===== config.mk =====
export PLATFORM = sky130hd
export DESIGN_NAME = accumulate_sequencer
export DESIGN_NICKNAME = d
export VERILOG_FILES = /design/src/rtl/acc_seq_pkg.sv /design/src/rtl/acc_seq_fifo.sv /design/src/rtl/accumulate_sequencer.sv
export SDC_FILE = /design/constraint.sdc
export NUM_CORES = 1
export LEC_CHECK = 0
export CELL_PAD_IN_SITES_DETAIL_PLACEMENT = 1
export CELL_PAD_IN_SITES_GLOBAL_PLACEMENT = 1
export CORE_UTILIZATION = 39
export CTS_CLUSTER_SIZE = 8
export DETAILED_ROUTE_END_ITERATION = 8
export PLACE_DENSITY_LB_ADDON = 0.1
export REMOVE_ABC_BUFFERS = 1
export SETUP_SLACK_MARGIN = 0.3
export SYNTH_ARGS = -nofsm -noshare
export SYNTH_HDL_FRONTEND = slang
export SYNTH_HIERARCHICAL = 1
export SYNTH_SLANG_ARGS = --single-unit

===== constraint.sdc =====
create_clock -name iClk -period 3.15 [get_ports iClk]
set_clock_uncertainty 0.1 [all_clocks]
set_input_delay 0.315 -clock iClk [delete_from_list [all_inputs] [get_ports iClk]]
set_output_delay 0.315 -clock iClk [all_outputs]
set_load 0.02 [all_outputs]

===== src/rtl/acc_seq_pkg.sv =====
// Shared types and default sizing for the accumulate sequencer.
// Latency: n/a (declarations only).
// Backpressure: n/a.
package acc_seq_pkg;

    localparam int DEF_INPUT_LENGTH  = 16;
    localparam int DEF_OUTPUT_LENGTH = 32;
    localparam int DEF_FIFO_DEPTH    = 4;
    localparam int COUNT_W           = 16;

    typedef logic [2:0] state_t;

    localparam logic [2:0] ST_IDLE      = 3'd0;
    localparam logic [2:0] ST_ISSUE     = 3'd1;
    localparam logic [2:0] ST_GAP       = 3'd2;
    localparam logic [2:0] ST_TERM      = 3'd3;
    localparam logic [2:0] ST_WAIT_DONE = 3'd4;
    localparam logic [2:0] ST_RESULT    = 3'd5;

endpackage


===== src/rtl/acc_seq_fifo.sv =====
// Synchronous FIFO holding {last, data} operands between producer and sequencer.
// Latency: a push is visible at the head one cycle later; no write-to-read bypass.
// Backpressure: full blocks pushes, empty blocks pops; pointers carry an extra wrap bit.
module acc_seq_fifo #(
    parameter int WIDTH = 17,
    parameter int DEPTH = 4
) (
    input  logic             clk,
    input  logic             rst_n,
    input  logic             push,
    input  logic [WIDTH-1:0] wdata,
    input  logic             pop,
    output logic [WIDTH-1:0] rdata,
    output logic             full,
    output logic             empty
);

    localparam int AW = $clog2(DEPTH);

    logic [AW:0]      wr_ptr_q, wr_ptr_d;
    logic [AW:0]      rd_ptr_q, rd_ptr_d;
    logic [WIDTH-1:0] mem_q [DEPTH];
    logic             do_push, do_pop;

    assign empty   = (wr_ptr_q == rd_ptr_q);
    assign full    = (wr_ptr_q[AW] != rd_ptr_q[AW]) &&
                     (wr_ptr_q[AW-1:0] == rd_ptr_q[AW-1:0]);
    assign do_push = push & ~full;
    assign do_pop  = pop & ~empty;
    assign rdata   = mem_q[rd_ptr_q[AW-1:0]];

    // Advance pointers; the power-of-two depth makes the natural wrap a modulo.
    always_comb begin
        wr_ptr_d = wr_ptr_q + {{AW{1'b0}}, do_push};
        rd_ptr_d = rd_ptr_q + {{AW{1'b0}}, do_pop};
    end

    // Pointer state, cleared by reset so the buffer comes back empty.
    always_ff @(posedge clk or negedge rst_n) begin
        if (!rst_n) begin
            wr_ptr_q <= '0;
            rd_ptr_q <= '0;
        end else begin
            wr_ptr_q <= wr_ptr_d;
            rd_ptr_q <= rd_ptr_d;
        end
    end

    // Storage needs no reset: an entry is only read after it has been written.
    always_ff @(posedge clk) begin
        if (do_push) begin
            mem_q[wr_ptr_q[AW-1:0]] <= wdata;
        end
    end

endmodule


===== src/rtl/accumulate_sequencer.sv =====
// Buffers operand batches and sequences accumulate/terminate commands to an accumulator, capturing each batch sum.
// Latency: 2 cycles from push edge to oAccumulate from IDLE; one GAP cycle between commands.
// Backpressure: oReadyIn drops when the buffer is full; commands wait for iAccReady. Option ACC_SEQ_COUNT_EN adds oCount.
module accumulate_sequencer
    import acc_seq_pkg::*;
#(
    parameter int INPUT_LENGTH  = DEF_INPUT_LENGTH,
    parameter int OUTPUT_LENGTH = DEF_OUTPUT_LENGTH,
    parameter int FIFO_DEPTH    = DEF_FIFO_DEPTH
) (
    input  logic                     iClk,
    input  logic                     iRst,
    input  logic [INPUT_LENGTH-1:0]  iData,
    input  logic                     iValid,
    input  logic                     iLast,
    output logic                     oReadyIn,
    output logic [INPUT_LENGTH-1:0]  oA,
    output logic                     oAccumulate,
    output logic                     oTerminate,
    input  logic                     iAccReady,
    input  logic                     iAccDone,
    input  logic [OUTPUT_LENGTH-1:0] iAccRes,
    output logic [OUTPUT_LENGTH-1:0] oRes,
    output logic                     oResValid,
    output logic                     oBusy
`ifdef ACC_SEQ_COUNT_EN
    ,
    output logic [COUNT_W-1:0]       oCount
`endif
);

    localparam int FW = INPUT_LENGTH + 1;

    state_t                   state_q, state_d;
    logic [INPUT_LENGTH-1:0]  a_q, a_d;
    logic                     last_q, last_d;
    logic                     acc_q, acc_d;
    logic                     term_q, term_d;
    logic [OUTPUT_LENGTH-1:0] res_q, res_d;
    logic                     res_vld_q, res_vld_d;

    logic                     fifo_push, fifo_pop, fifo_full, fifo_empty;
    logic [FW-1:0]            fifo_rdata;

    // Ready is held low while reset is asserted, then tracks buffer space.
    assign oReadyIn  = iRst & ~fifo_full;
    assign fifo_push = iValid & oReadyIn;
    assign fifo_pop  = (state_q == ST_ISSUE) & ~fifo_empty & iAccReady;

    acc_seq_fifo #(
        .WIDTH (FW),
        .DEPTH (FIFO_DEPTH)
    ) u_fifo (
        .clk   (iClk),
        .rst_n (iRst),
        .push  (fifo_push),
        .wdata ({iLast, iData}),
        .pop   (fifo_pop),
        .rdata (fifo_rdata),
        .full  (fifo_full),
        .empty (fifo_empty)
    );

    // Sequencing FSM: issue one operand per command, GAP between, terminate after the last.
    always_comb begin
        state_d   = state_q;
        a_d       = a_q;
        last_d    = last_q;
        acc_d     = 1'b0;
        term_d    = 1'b0;
        res_d     = res_q;
        res_vld_d = 1'b0;
        case (state_q)
            ST_IDLE: begin
                if (!fifo_empty) state_d = ST_ISSUE;
            end
            ST_ISSUE: begin
                if (fifo_pop) begin
                    a_d     = fifo_rdata[INPUT_LENGTH-1:0];
                    last_d  = fifo_rdata[INPUT_LENGTH];
                    acc_d   = 1'b1;
                    state_d = ST_GAP;
                end
            end
            ST_GAP: begin
                state_d = last_q ? ST_TERM : ST_ISSUE;
            end
            ST_TERM: begin
                if (iAccReady) begin
                    term_d  = 1'b1;
                    state_d = ST_WAIT_DONE;
                end
            end
            ST_WAIT_DONE: begin
                if (iAccDone) begin
                    res_d     = iAccRes;
                    res_vld_d = 1'b1;
                    state_d   = ST_RESULT;
                end
            end
            ST_RESULT: begin
                state_d = ST_IDLE;
            end
            default: begin
                state_d = ST_IDLE;
            end
        endcase
    end

    // Registered state and command outputs; reset drops any in-flight batch.
    always_ff @(posedge iClk or negedge iRst) begin
        if (!iRst) begin
            state_q   <= ST_IDLE;
            a_q       <= '0;
            last_q    <= 1'b0;
            acc_q     <= 1'b0;
            term_q    <= 1'b0;
            res_q     <= '0;
            res_vld_q <= 1'b0;
        end else begin
            state_q   <= state_d;
            a_q       <= a_d;
            last_q    <= last_d;
            acc_q     <= acc_d;
            term_q    <= term_d;
            res_q     <= res_d;
            res_vld_q <= res_vld_d;
        end
    end

    assign oA          = a_q;
    assign oAccumulate = acc_q;
    assign oTerminate  = term_q;
    assign oRes        = res_q;
    assign oResValid   = res_vld_q;
    assign oBusy       = (state_q != ST_IDLE) | ~fifo_empty;

`ifdef ACC_SEQ_COUNT_EN
    logic [COUNT_W-1:0] count_q, count_d;

    // Operands issued in the current batch; cleared once the result is published.
    always_comb begin
        count_d = count_q;
        if (res_vld_q) begin
            count_d = '0;
        end else if (acc_d && (count_q != {COUNT_W{1'b1}})) begin
            count_d = count_q + 1'b1;
        end
    end

    // Counter register.
    always_ff @(posedge iClk or negedge iRst) begin
        if (!iRst) begin
            count_q <= '0;
        end else begin
            count_q <= count_d;
        end
    end

    assign oCount = count_q;
`endif

endmodule


Word-level counts from Yosys, hierarchy flattened
Memories as Yosys holds them, arrays and structs flattened. A register that Yosys moved wholly into a read port is not among the register bits.
Cells that the tools add are included.
W data, S select, Z words.
{"block": "word_totals", "ff_bits": 44, "mem_bits_rw": 68, "in_bits": 54, "output_inout_bits": 53, "word_cells": 51, "n_memories": 1}
{"name": "u_fifo.mem_q", "depth": 4, "word_bits": 17, "rd": 1, "rd_ports_with_merged_regs": 1, "write_ports": 1, "line_no": "acc_seq_fifo.sv:22", "source": "logic [WIDTH-1:0] mem_q [DEPTH];"}
{"block": "op_classes", "n_addsub": 2, "n_eq_ne": 11, "muxes": 14, "n_bitwise": 9, "reduce_logical": 7}
{"op": "$pmux W3 S5", "count": 1}
{"op": "$mux W3", "count": 4}
{"op": "$mux W1", "count": 8}
{"op": "$add A3 B1 Y3", "count": 2}
{"op": "$and A1 B1 Y1", "count": 6}
{"op": "$eq A3 B2 Y1 const B", "count": 2}
{"op": "$ne A2 B2 Y1 const B", "count": 3}
{"op": "$reduce_and A2 Y1", "count": 2}
{"op": "$reduce_and A4 Y1", "count": 1}
{"op": "$eq A3 B1 Y1 const B", "count": 1}
{"op": "$eq A3 B3 Y1", "count": 1}
{"op": "$eq A3 B3 Y1 const B", "count": 1}
{"op": "$logic_not A3 Y1", "count": 1}
{"op": "$reduce_bool A3 Y1", "count": 1}
{"op": "$eq A2 B2 Y1", "count": 1}
{"op": "$mux W2", "count": 1}
{"op": "$ne A2 B1 Y1 const B", "count": 1}
{"op": "$not A1 Y1", "count": 2}
{"op": "$logic_and A1 B1 Y1", "count": 1}
{"op": "$logic_not A1 Y1", "count": 1}
{"op": "$ne A1 B1 Y1", "count": 1}
{"op": "$or A1 B1 Y1", "count": 1}

Longest topological paths before layout
Gate-level depths: netlist of the first run.
{"block": "depth", "ltp_word": 8, "mapped_depth": 12, "depth_no_buf": 9}

Hierarchy
The synthesis of the first run kept the hierarchy.
{"module": "acc_seq_fifo", "n_inst": 1, "cells_each": 119, "area_each_um2": 2840.2, "seq_area_each_um2": 2192.1}
{"module": "accumulate_sequencer", "n_inst": 1, "cells_each": 129, "area_each_um2": 2252.2, "seq_area_each_um2": 1376.3}

Worst setup path after synthesis of the first run
OpenSTA, ideal clock, no wires.
{"block": "synth_timing", "path_kind": "flip-flop to flip-flop", "startpoint": "register u_fifo.rd_ptr_q[1]", "endpoint": "memory u_fifo.mem_q[2][0], enable pin", "setup_ns": 0.423, "arrival_ns": 2.990, "required_ns": 2.627, "slack_ns": -0.363, "path_stages_with_launch": 8, "n_path_buf": 1, "period_less_slack_ns": 3.513, "path_cell_list": "dfrtp_1 buf_2 xnor2_1 and3_1 nor2b_1 and2_1 nand2_1 a311oi_1"}
{"block": "synth_via", "elab_chain_len": 8}
{"element": "start: declaration", "line_no": "acc_seq_fifo.sv:21", "source": "logic [AW:0] rd_ptr_q, rd_ptr_d;"}
{"element": "start signal: assignment", "line_no": "acc_seq_fifo.sv:45", "source": "rd_ptr_q <= rd_ptr_d;"}
{"element": "$eq A2 B2 Y1", "line_no": "acc_seq_fifo.sv:27", "source": "(wr_ptr_q[AW-1:0] == rd_ptr_q[AW-1:0]);"}
{"element": "$logic_and A1 B1 Y1", "line_no": "acc_seq_fifo.sv:26", "source": "assign full = (wr_ptr_q[AW] != rd_ptr_q[AW]) &&"}
{"element": "named net fifo_full", "line_no": "accumulate_sequencer.sv:42", "source": "logic fifo_push, fifo_pop, fifo_full, fifo_empty;"}
{"element": "$not A1 Y1", "line_no": "accumulate_sequencer.sv:46", "source": "assign oReadyIn = iRst & ~fifo_full;"}
{"element": "$and A1 B1 Y1", "line_no": "accumulate_sequencer.sv:46"}
{"element": "named net oReadyIn", "line_no": "accumulate_sequencer.sv:16", "source": "output logic oReadyIn,"}
{"element": "$and A1 B1 Y1", "line_no": "accumulate_sequencer.sv:47", "source": "assign fifo_push = iValid & oReadyIn;"}
{"element": "named net fifo_push", "line_no": "accumulate_sequencer.sv:42"}
{"element": "$and A1 B1 Y1", "line_no": "acc_seq_fifo.sv:28", "source": "assign do_push = push & ~full;"}
{"element": "$mux W1", "line_no": "acc_seq_fifo.sv:51", "source": "if (do_push) begin"}
{"element": "$mux W1 (not written as such)", "line_no": "acc_seq_fifo.sv:52", "source": "mem_q[wr_ptr_q[AW-1:0]] <= wdata;"}
{"element": "end: declaration", "line_no": "acc_seq_fifo.sv:22"}
The timed path passes the listed nets, and every way through them passes these cells.

Worst setup path after layout of the first run
{"block": "layout_timing", "startpoint": "register u_fifo.rd_ptr_q[1]", "endpoint": "output port oBusy"}
{"block": "layout_via", "elab_chain_len": 3}
{"element": "$eq A3 B3 Y1", "line_no": "acc_seq_fifo.sv:25", "source": "assign empty = (wr_ptr_q == rd_ptr_q);"}
{"element": "named net fifo_empty", "line_no": "accumulate_sequencer.sv:42"}
{"element": "$not A1 Y1", "line_no": "accumulate_sequencer.sv:136", "source": "assign oBusy = (state_q != ST_IDLE) | ~fifo_empty;"}
{"element": "$or A1 B1 Y1", "line_no": "accumulate_sequencer.sv:136"}
{"element": "end: declaration", "line_no": "accumulate_sequencer.sv:25", "source": "output logic oBusy"}
The timed path passes the listed nets, and every way through them passes these cells.

==> impl_summary.log, run 1 <==
INFO  metric drtAntennaViolNets = 0
INFO  metric place_worst_setup_slack = 0.3768 ns
INFO  metric replace_congestion = around 0.7
INFO  metric die_width = between 100 and 150 um
INFO  metric routed_wirelength = roughly 10000 um
INFO  metric routed-wl-met3 = about 630 um
INFO  metric totalNegativeSetupSlack = 0 ns
INFO  metric worstHoldPathType = input pin to async pin
INFO  metric setup_ws = 0.4151 ns
INFO  metric fin_nets = 433
INFO  metric worst-endpoint-required = approximately 2.7 ns
INFO  metric dpl.hpwl = approximately 6500 um
INFO  metric cts_htree_levels = 4
INFO  metric maximum_number_of_pins_on_one_net_before_global_route_repair = slightly above 60
INFO  metric final.min_clock_period = around 2.7 ns
INFO  metric tritoncts.num_buffers = 17
INFO  metric grt_remaining_overflow = 0
INFO  metric floorplan.core_area = roughly 13000 sq um
INFO  metric drt_first_iter_violations = roughly 130
INFO  metric critical_path.endpoint_type = output pin
INFO  metric clkTransAtPathRegs = about 0.060 ns
INFO  metric syn_to_final_growth = 37.57%
INFO  metric met1Wirelength = between 4000 and 5000 um
INFO  metric first_pass_grt_wire_length = 15990 um
INFO  metric critical_path.cell_chain = buf_4, xor2_1, nor3_1, nand3b_1, clkdlybuf4s50_1
INFO  metric worstSetupPathType = flip-flop to output pin
INFO  metric cp-start-kind = flip-flop
INFO  metric critical_path.reg2reg.startpoint = u_fifo/wr_ptr_q[0]$_DFF_PN0_
INFO  metric wire_per_inst = between 15 and 20 um
INFO  metric syn_inst = between 200 and 250
INFO  metric antenna_cells = 0
INFO  metric num_io_pins = ~110
INFO  metric arrival = 2.32 ns
INFO  metric dr_total_vias = about 2700
INFO  metric synth.largest_area_cell = edfxtp_1
INFO  metric clock_latency_of_the_later_clocked_register_in_the_worst_skew_pair = approximately 0.41 ns
INFO  metric antenna_found_initial = 0
INFO  metric vdd_drop_max = around 560 uV
INFO  metric number_of_global_route_vias_before_repair = around 2900
INFO  metric cp_slowest_stage_delay = ~0.57 ns
INFO  metric routed.top_layer = met4
INFO  metric max_slew_margin = 45.76%
INFO  metric critical_path.reg2reg.endpoint = u_fifo/mem_q[0][7]$_DFFE_PP_
INFO  metric final-hold-violation-count = 0
INFO  metric grt_util_all_layers = about 16%
INFO  metric start_util = 40.19%
INFO  metric synthesis.area_per_instance = between 20 and 25 sq um
INFO  metric clk_path_buf_depth = 2
INFO  metric vias_per_cell = 4.804
INFO  metric die_area = about 14000 sq um
INFO  metric drt_drc_violations_left = 0
INFO  metric ys_ff_latch = between 100 and 150
INFO  metric rrSetupSlack = 0.61 ns
INFO  metric synth_top_area_share = about 40%
INFO  metric fp.dieH = about 120 um
INFO  metric distinct_cell_type_count_of_the_synthesized_netlist = 34
INFO  metric crit_slowest_cell = clkdlybuf4s50_1
INFO  metric final_count_of_negative_setup_slack_endpoints = 0
INFO  metric route.met2.wl = ~4900 um
INFO  metric rsz0062_at_grt = false
INFO  metric tritoncts_clock_tree = yes
INFO  metric cts_hold_buf = 0
INFO  metric cell_types_with_the_largest_area_share_after_synthesis = edfxtp_1 40%, dfrtp_1 30%, mux2_4 8.3%
INFO  metric placed_area = ~6400 sq um
INFO  metric crit_path_start = u_fifo/rd_ptr_q[1]$_DFF_PN0_
INFO  metric place.port_buffers = 106
INFO  metric detail_route.first_pass.iterations = 4
INFO  metric timing_worst_slew_pin_value = ~0.81 ns
INFO  metric finalInstanceArea = between 7000 and 8000 sq um
INFO  metric summed_instance_area_of_the_synthesized_netlist = 5092 sq um
INFO  metric clock_tree.root_cell = clkbuf_16
INFO  metric slew_violations = 0
INFO  metric ys_warn_count = 6
INFO  metric tritoncts_num_sinks = between 100 and 150
INFO  metric post_route_cells_drive_above_1_share = 28.09%
INFO  metric ff2ff_path_depth = 7
INFO  metric fmax = ~0.37 GHz
INFO  metric core.rowCount = slightly above 40
INFO  metric maxCapViolCount = 0
INFO  metric yosysSeqAreaShare = 70.07%
INFO  metric run_status = finished, final reports clean
INFO  metric power-per-cell-area = ~1000 nW/um^2
INFO  metric path_max_fanout = 19
INFO  metric cellLeakagePower = between 0.002 and 0.003 uW
INFO  metric min_period_over_period = about 87%
## power by group
| group | switching, uW | internal [uW] | total, uW |
|---|---|---|---|
| Combinational | 1220 | 1410 | 2630 |
| Sequential | 271 | 2300 | 2570 |
| Clock | 689 | 1390 | 2080 |
| Total | 2180 | 5090 | 7270 |
## final cells by class
class | instances | area [sq um]
timing repair buffer | 117 | 1151
fill | 1189 | 5665
multi-input combinational | 107 | 1425
clock inverter | 9 | 156.4
clock buffer | 23 | 478.0
tap | 172 | 215.2
sequential | 129 | 3568
inverter | 3 | 11.26
## timing repair
item	CTS	global route
gates resized for setup	0	0
setup buffers	0	1
endpoints found under the setup margin	0	17
## per-layer routing
layer / track usage [%] / up-vias
met4: 6.154 / 0
met2: 26.00 / 89
met3: 5.656 / 11
li1: - / 1216
met5: 0 / -
met1: 21.11 / 1374
## how the worst max path moves through the flow
stage               depth (start not counted)  slack (ns)                       endpoint
floorplan                                   6       -0.84   u_fifo/mem_q[2][0]$_DFFE_PP_
global placement                            6        0.40  u_fifo/mem_q[2][11]$_DFFE_PP_
detailed placement                          6        0.38   u_fifo/mem_q[2][9]$_DFFE_PP_
CTS                                         6        0.36  u_fifo/mem_q[2][14]$_DFFE_PP_
global route                                5        0.31                          oBusy
finish                                      5        0.42                          oBusy
## state kept, by name (all words and copies together), names as in the netlist
register,flops
oTerminate,1
state_q,3
last_q,1
oRes,32
u_fifo/mem_q,68
oAccumulate,1
oResValid,1
oA,16
u_fifo/wr_ptr_q,3
u_fifo/rd_ptr_q,3
## worst max-delay path: cells and delay by family, from the launching register on
family | cells | cell delay [ns]
buffers and inverters | 2 | 0.81
xor gates and xnor gates | 1 | 0.20
and+or+nand+nor | 2 | 0.52
DFF | 1 | 0.39
## metrics by stage
step / hold WS (ns) / util, % / instances / power, uW
finish: 0.007047 / 55.29 / 560 / 7273
global route: 0.08509 / 55.29 / 560 / 7634
CTS: 0.04032 / 55.13 / 559 / 7373
detailed placement: 0.3800 / 50.12 / 527 / 5253
global placement: 0.3730 / 50.12 / 527 / 5193
floorplan: -0.08059 / - / 239 / 4034
## cell families (layout without fill, tap and decap cells)
| group | count (synthesis) | count (layout) | share of synthesized area [%] |
|---|---|---|---|
| AOI/OAI and AO/OA | 10 | 10 | 1.425 |
| xor gates and xnor gates | 7 | 7 | 1.204 |
| adders and majority gates | 4 | 4 | 0.9828 |
| buffers and inverters | 12 | 152 | 2.654 |
| DFF | 129 | 129 | 70.07 |
| muxes | 67 | 67 | 21.20 |
| and+or+nand+nor | 19 | 19 | 2.457 |
## layout by cell type, fill, tap and decap left out, types with 2 or more instances in the layout
cell type	Yosys	final
nand2b_1	2	2
clkinvlp_4	0	3
nand3b_1	2	2
inv_1	3	3
clkbuf_8	0	3
clkdlybuf4s50_1	0	105
xor2_1	5	5
nand2_1	3	3
mux4_2	9	9
and2_1	2	2
bufinv_16	0	4
mux2_2	21	21
mux4_1	8	8
clkbuf_16	0	17
ha_1	4	4
xnor2_1	2	2
buf_4	0	10
mux2_4	28	28
clkbuf_1	0	3
dfrtp_1	61	61
a31oi_2	0	3
edfxtp_1	68	68
## cell usage after synthesis
library cell and count:
dfrtp_1 61, a31oi_1 4, nand2b_1 2, nor3_1 1
and3_1 1, inv_1 3, a21oi_1 1, ha_1 4
o31a_1 1, xor2_1 5, a311oi_1 2, o21bai_1 1
xnor2_1 2, nand2_4 1, nand2_1 3, and3_4 1
edfxtp_1 68, mux4_1 8, or3b_2 1, and2_1 2
mux2_4 28, and3b_2 1, nand3_1 1, buf_12 4
nand3b_1 2, buf_6 3, a21o_2 1, buf_2 2
nor2_2 1, nor2b_1 1, mux4_2 9, nor2_1 1
mux2i_1 1, mux2_2 21
(Power assumes the default switching activity.)
==> run 2, diff against run 1 <==
- RECOVER_POWER: not set -> 50
==> run 2 against run 1 <==
  * The run now ends with max-capacitance violations, max-slew violations left
  * Maximum frequency grew 0.43%
  * Combinational power down 2%
  * Final cell count increased by 0.18%
  * Non-clock buffer count unchanged
  * Wire length decreased by 0.23%
  * Sequential share of layout area hardly changed
  * Count of clock-buffer cells in the layout did not move
  * Die area unchanged
  * Flip-flop and latch count stayed put
  * Register-to-register slack barely moved
  * Sequential power about the same
  * Utilization hardly changed
==> impl_summary.log, run 2 (synthesis results as in run 1) <==
INFO  metric run_status = complete, but fails checks
INFO  metric violations = max-capacitance violations, max-slew violations
INFO  metric maxCapViolCount = 1 (+1)
INFO  metric vias_per_cell = 4.790 (-0.29%)
INFO  metric drtAntennaViolNets = 0 (unchanged)
INFO  metric critical_path.endpoint_type = output pin
INFO  metric drt_first_iter_violations = 124 (-2.4%)
INFO  metric worstHoldPathType = input pin to async pin
INFO  metric finish.cell_count_without_fillers = 561 (+0.18%)
INFO  metric clkTransAtPathRegs = 0.06 ns (about the same)
INFO  metric number_of_global_route_vias_before_repair = 2904 (unchanged)
INFO  metric final-hold-violation-count = 0 (unchanged)
INFO  metric vdd_drop_max = 550.4 uV (-2.4%)
INFO  metric place.port_buffers = 106 (unchanged)
INFO  metric largest_register_ff_count = 68 (unchanged)
INFO  metric setup_ws = 0.4269 ns (+0.01179 ns)
INFO  metric detail_route.first_pass.iterations = 4 (unchanged)
INFO  metric cts_resized = 0 (unchanged)
INFO  metric syn_to_final_growth = 37.44% (about the same)
INFO  metric num_io_pins = 107 (unchanged)
INFO  metric cts_htree_levels = 4 (unchanged)
INFO  metric multi_input_comb_area = 1420 sq um (-0.35%)
INFO  metric final_count_of_negative_setup_slack_endpoints = 0 (unchanged)
INFO  metric final.hold.worst_slack = 0.3368 ns (+0.3297 ns)
INFO  metric worst-endpoint-required = 2.73 ns (about the same)
INFO  metric post_route_cells_drive_above_1_share = 27.58% (-0.52 points)
INFO  metric dr_total_vias = 2687 (-0.11%)
INFO  metric crit_slowest_cell = clkdlybuf4s50_1
INFO  metric cellLeakagePower = 0.002762 uW (+1.4%)
INFO  metric timing_worst_slew_pin_value = 1.596 ns (+0.7824 ns)
INFO  metric filler_cells_inserted = 1193 (+0.34%)
INFO  metric replace_congestion = 0.6922 (unchanged)
INFO  metric routed_wirelength = 10340 um (-0.23%)
INFO  metric tritoncts.num_buffers = 17 (unchanged)
INFO  metric path_max_fanout = 19 (unchanged)
INFO  metric tritoncts_clock_tree = yes
INFO  metric clock_tree.root_cell = clkbuf_16
INFO  metric first_pass_grt_wire_length = 15990 um (unchanged)
INFO  metric arrival = 2.31 ns (about the same)
INFO  metric fp.dieH = 116.3 um (unchanged)
INFO  metric crit_path_start = u_fifo/rd_ptr_q[1]$_DFF_PN0_
INFO  metric max_slew_margin = -6.399% (-52 points)
INFO  metric sequential_cell_area = 3568 sq um (unchanged)
INFO  metric power-per-cell-area = 1030 nW/um^2 (-0.82%)
INFO  metric critical_path.reg2reg.startpoint = u_fifo/wr_ptr_q[0]$_DFF_PN0_
INFO  metric place_worst_setup_slack = 0.3768 ns (unchanged)
INFO  metric fin_nets = 433 (unchanged)
INFO  metric final_common_cell = edfxtp_1
INFO  metric final_core_util = 55.24% (about the same)
INFO  metric critical_path.cell_chain = buf_4, xor2_1, nor3_1, nand3b_1, clkdlybuf4s50_1
INFO  metric core.rowCount = 41 (unchanged)
INFO  metric die_width = 116.3 um (unchanged)
INFO  metric cts_setup_buffers = 0 (unchanged)
INFO  metric start_util = 40.19% (unchanged)
INFO  metric tritoncts_num_sinks = 129 (unchanged)
INFO  metric wire_per_inst = 18.43 um (-0.41%)
INFO  metric clk_path_buf_depth = 2 (unchanged)
INFO  metric worstSetupPathType = flip-flop to output pin
INFO  metric cp_top_family = buffers and inverters
INFO  metric floorplan.core_area = 12670 sq um (unchanged)
INFO  metric post-layout-total-power = 7207 uW (-0.90%)
INFO  metric commonest_cells_after_routing_fill_and_taps_aside = 68 x edfxtp_1, 65 x clkdlybuf4s50_1, 61 x dfrtp_1
INFO  metric cp_slowest_stage_delay = 0.56 ns (about the same)
INFO  metric clock_latency_of_the_later_clocked_register_in_the_worst_skew_pair = 0.41 ns (about the same)
INFO  metric antenna_found_initial = 1 (+1)
INFO  metric rsz0062_at_grt = false
INFO  metric grt_util_all_layers = 16.49% (unchanged)
INFO  metric grt_remaining_overflow = 0 (unchanged)
INFO  metric critical_path_buf_inv_count = 2 (unchanged)
INFO  metric place.detailed.instances = 527 (unchanged)
INFO  metric die_area = 13520 sq um (unchanged)
INFO  metric slew_violations = 62 (+62)
INFO  metric min_period_over_period = 86.45% (-0.37 points)
INFO  metric dpl.hpwl = 6488 um (unchanged)
INFO  metric final.min_clock_period = 2.723 ns (-0.01179 ns)
INFO  metric fmax = 0.3672 GHz (+0.43%)
INFO  metric cp-start-kind = flip-flop
INFO  metric maximum_number_of_pins_on_one_net_before_global_route_repair = 62 (unchanged)
INFO  metric cts_hold_buf = 0 (unchanged)
INFO  metric drt_drc_violations_left = 0 (unchanged)
==> run 2: layout make-up <==
cell class / count / area share (%)
inverters: 3 / 0.1609
repair buffers: 117 / 16.39
well taps: 172 / 3.075
clock buffers: 23 / 6.829
diodes: 1 / 0.03575
clock inverters: 9 / 2.235
flip-flops and latches: 129 / 50.98
multi-input cells: 107 / 20.29
==> run 2: power by group <==
part	switching (uW)	total, uW	internal, uW
Sequential	263	2560	2290
Clock	688	2080	1390
Combinational	1220	2570	1360
Total	2170	7210	5040
==> run 2: final timing paths <==
| path | to | slack (ns) | depth (start not counted) |
|---|---|---|---|
| min in group iClk | u_fifo/wr_ptr_q[2]$_DFF_PN0_ | 0.39 | 1 |
| max | oBusy | 0.43 | 5 |
| max reg2reg | u_fifo/mem_q[0][7]$_DFFE_PP_ | 0.61 | 7 |
| min reg2reg | u_fifo/wr_ptr_q[2]$_DFF_PN0_ | 0.39 | 1 |
| max in group asynchronous | oRes[2]$_DFFE_PN0P_ | 1.66 | 2 |
| min | oA[2]$_DFFE_PN0P_ | 0.34 | 2 |
==> run 2: worst reg2reg max path, stage by stage, from the launching register on <==
cell	delay, ns
dfrtp_1	0.47
xnor2_1	0.18
and3_1	0.19
nor2b_1	0.14
and2_1	0.23
or3b_2	0.47
a31oi_2	0.14
buf_4	0.30
==> run 2: per-stage QoR <==
| step | cell area (sq um) | setup TNS [ns] |
|---|---|---|
| floorplan | 4969 | -37.97 |
| global placement | 6351 | 0 |
| detailed placement | 6351 | 0 |
| CTS | 6985 | 0 |
| global route | 6999 | 0 |
| finish | 6999 | 0 |
==> run 2: routing by layer <==
layer / up-vias / GRT usage [%] / wire (um) / part of all wire, %
met5: - / 0 / 0 / 0
met4: 0 / 6.154 / 144 / 1.4
met3: 11 / 5.656 / 627 / 6.1
met2: 89 / 26.00 / 4914 / 48
met1: 1371 / 21.11 / 4652 / 45
li1: 1216 / - / - / -
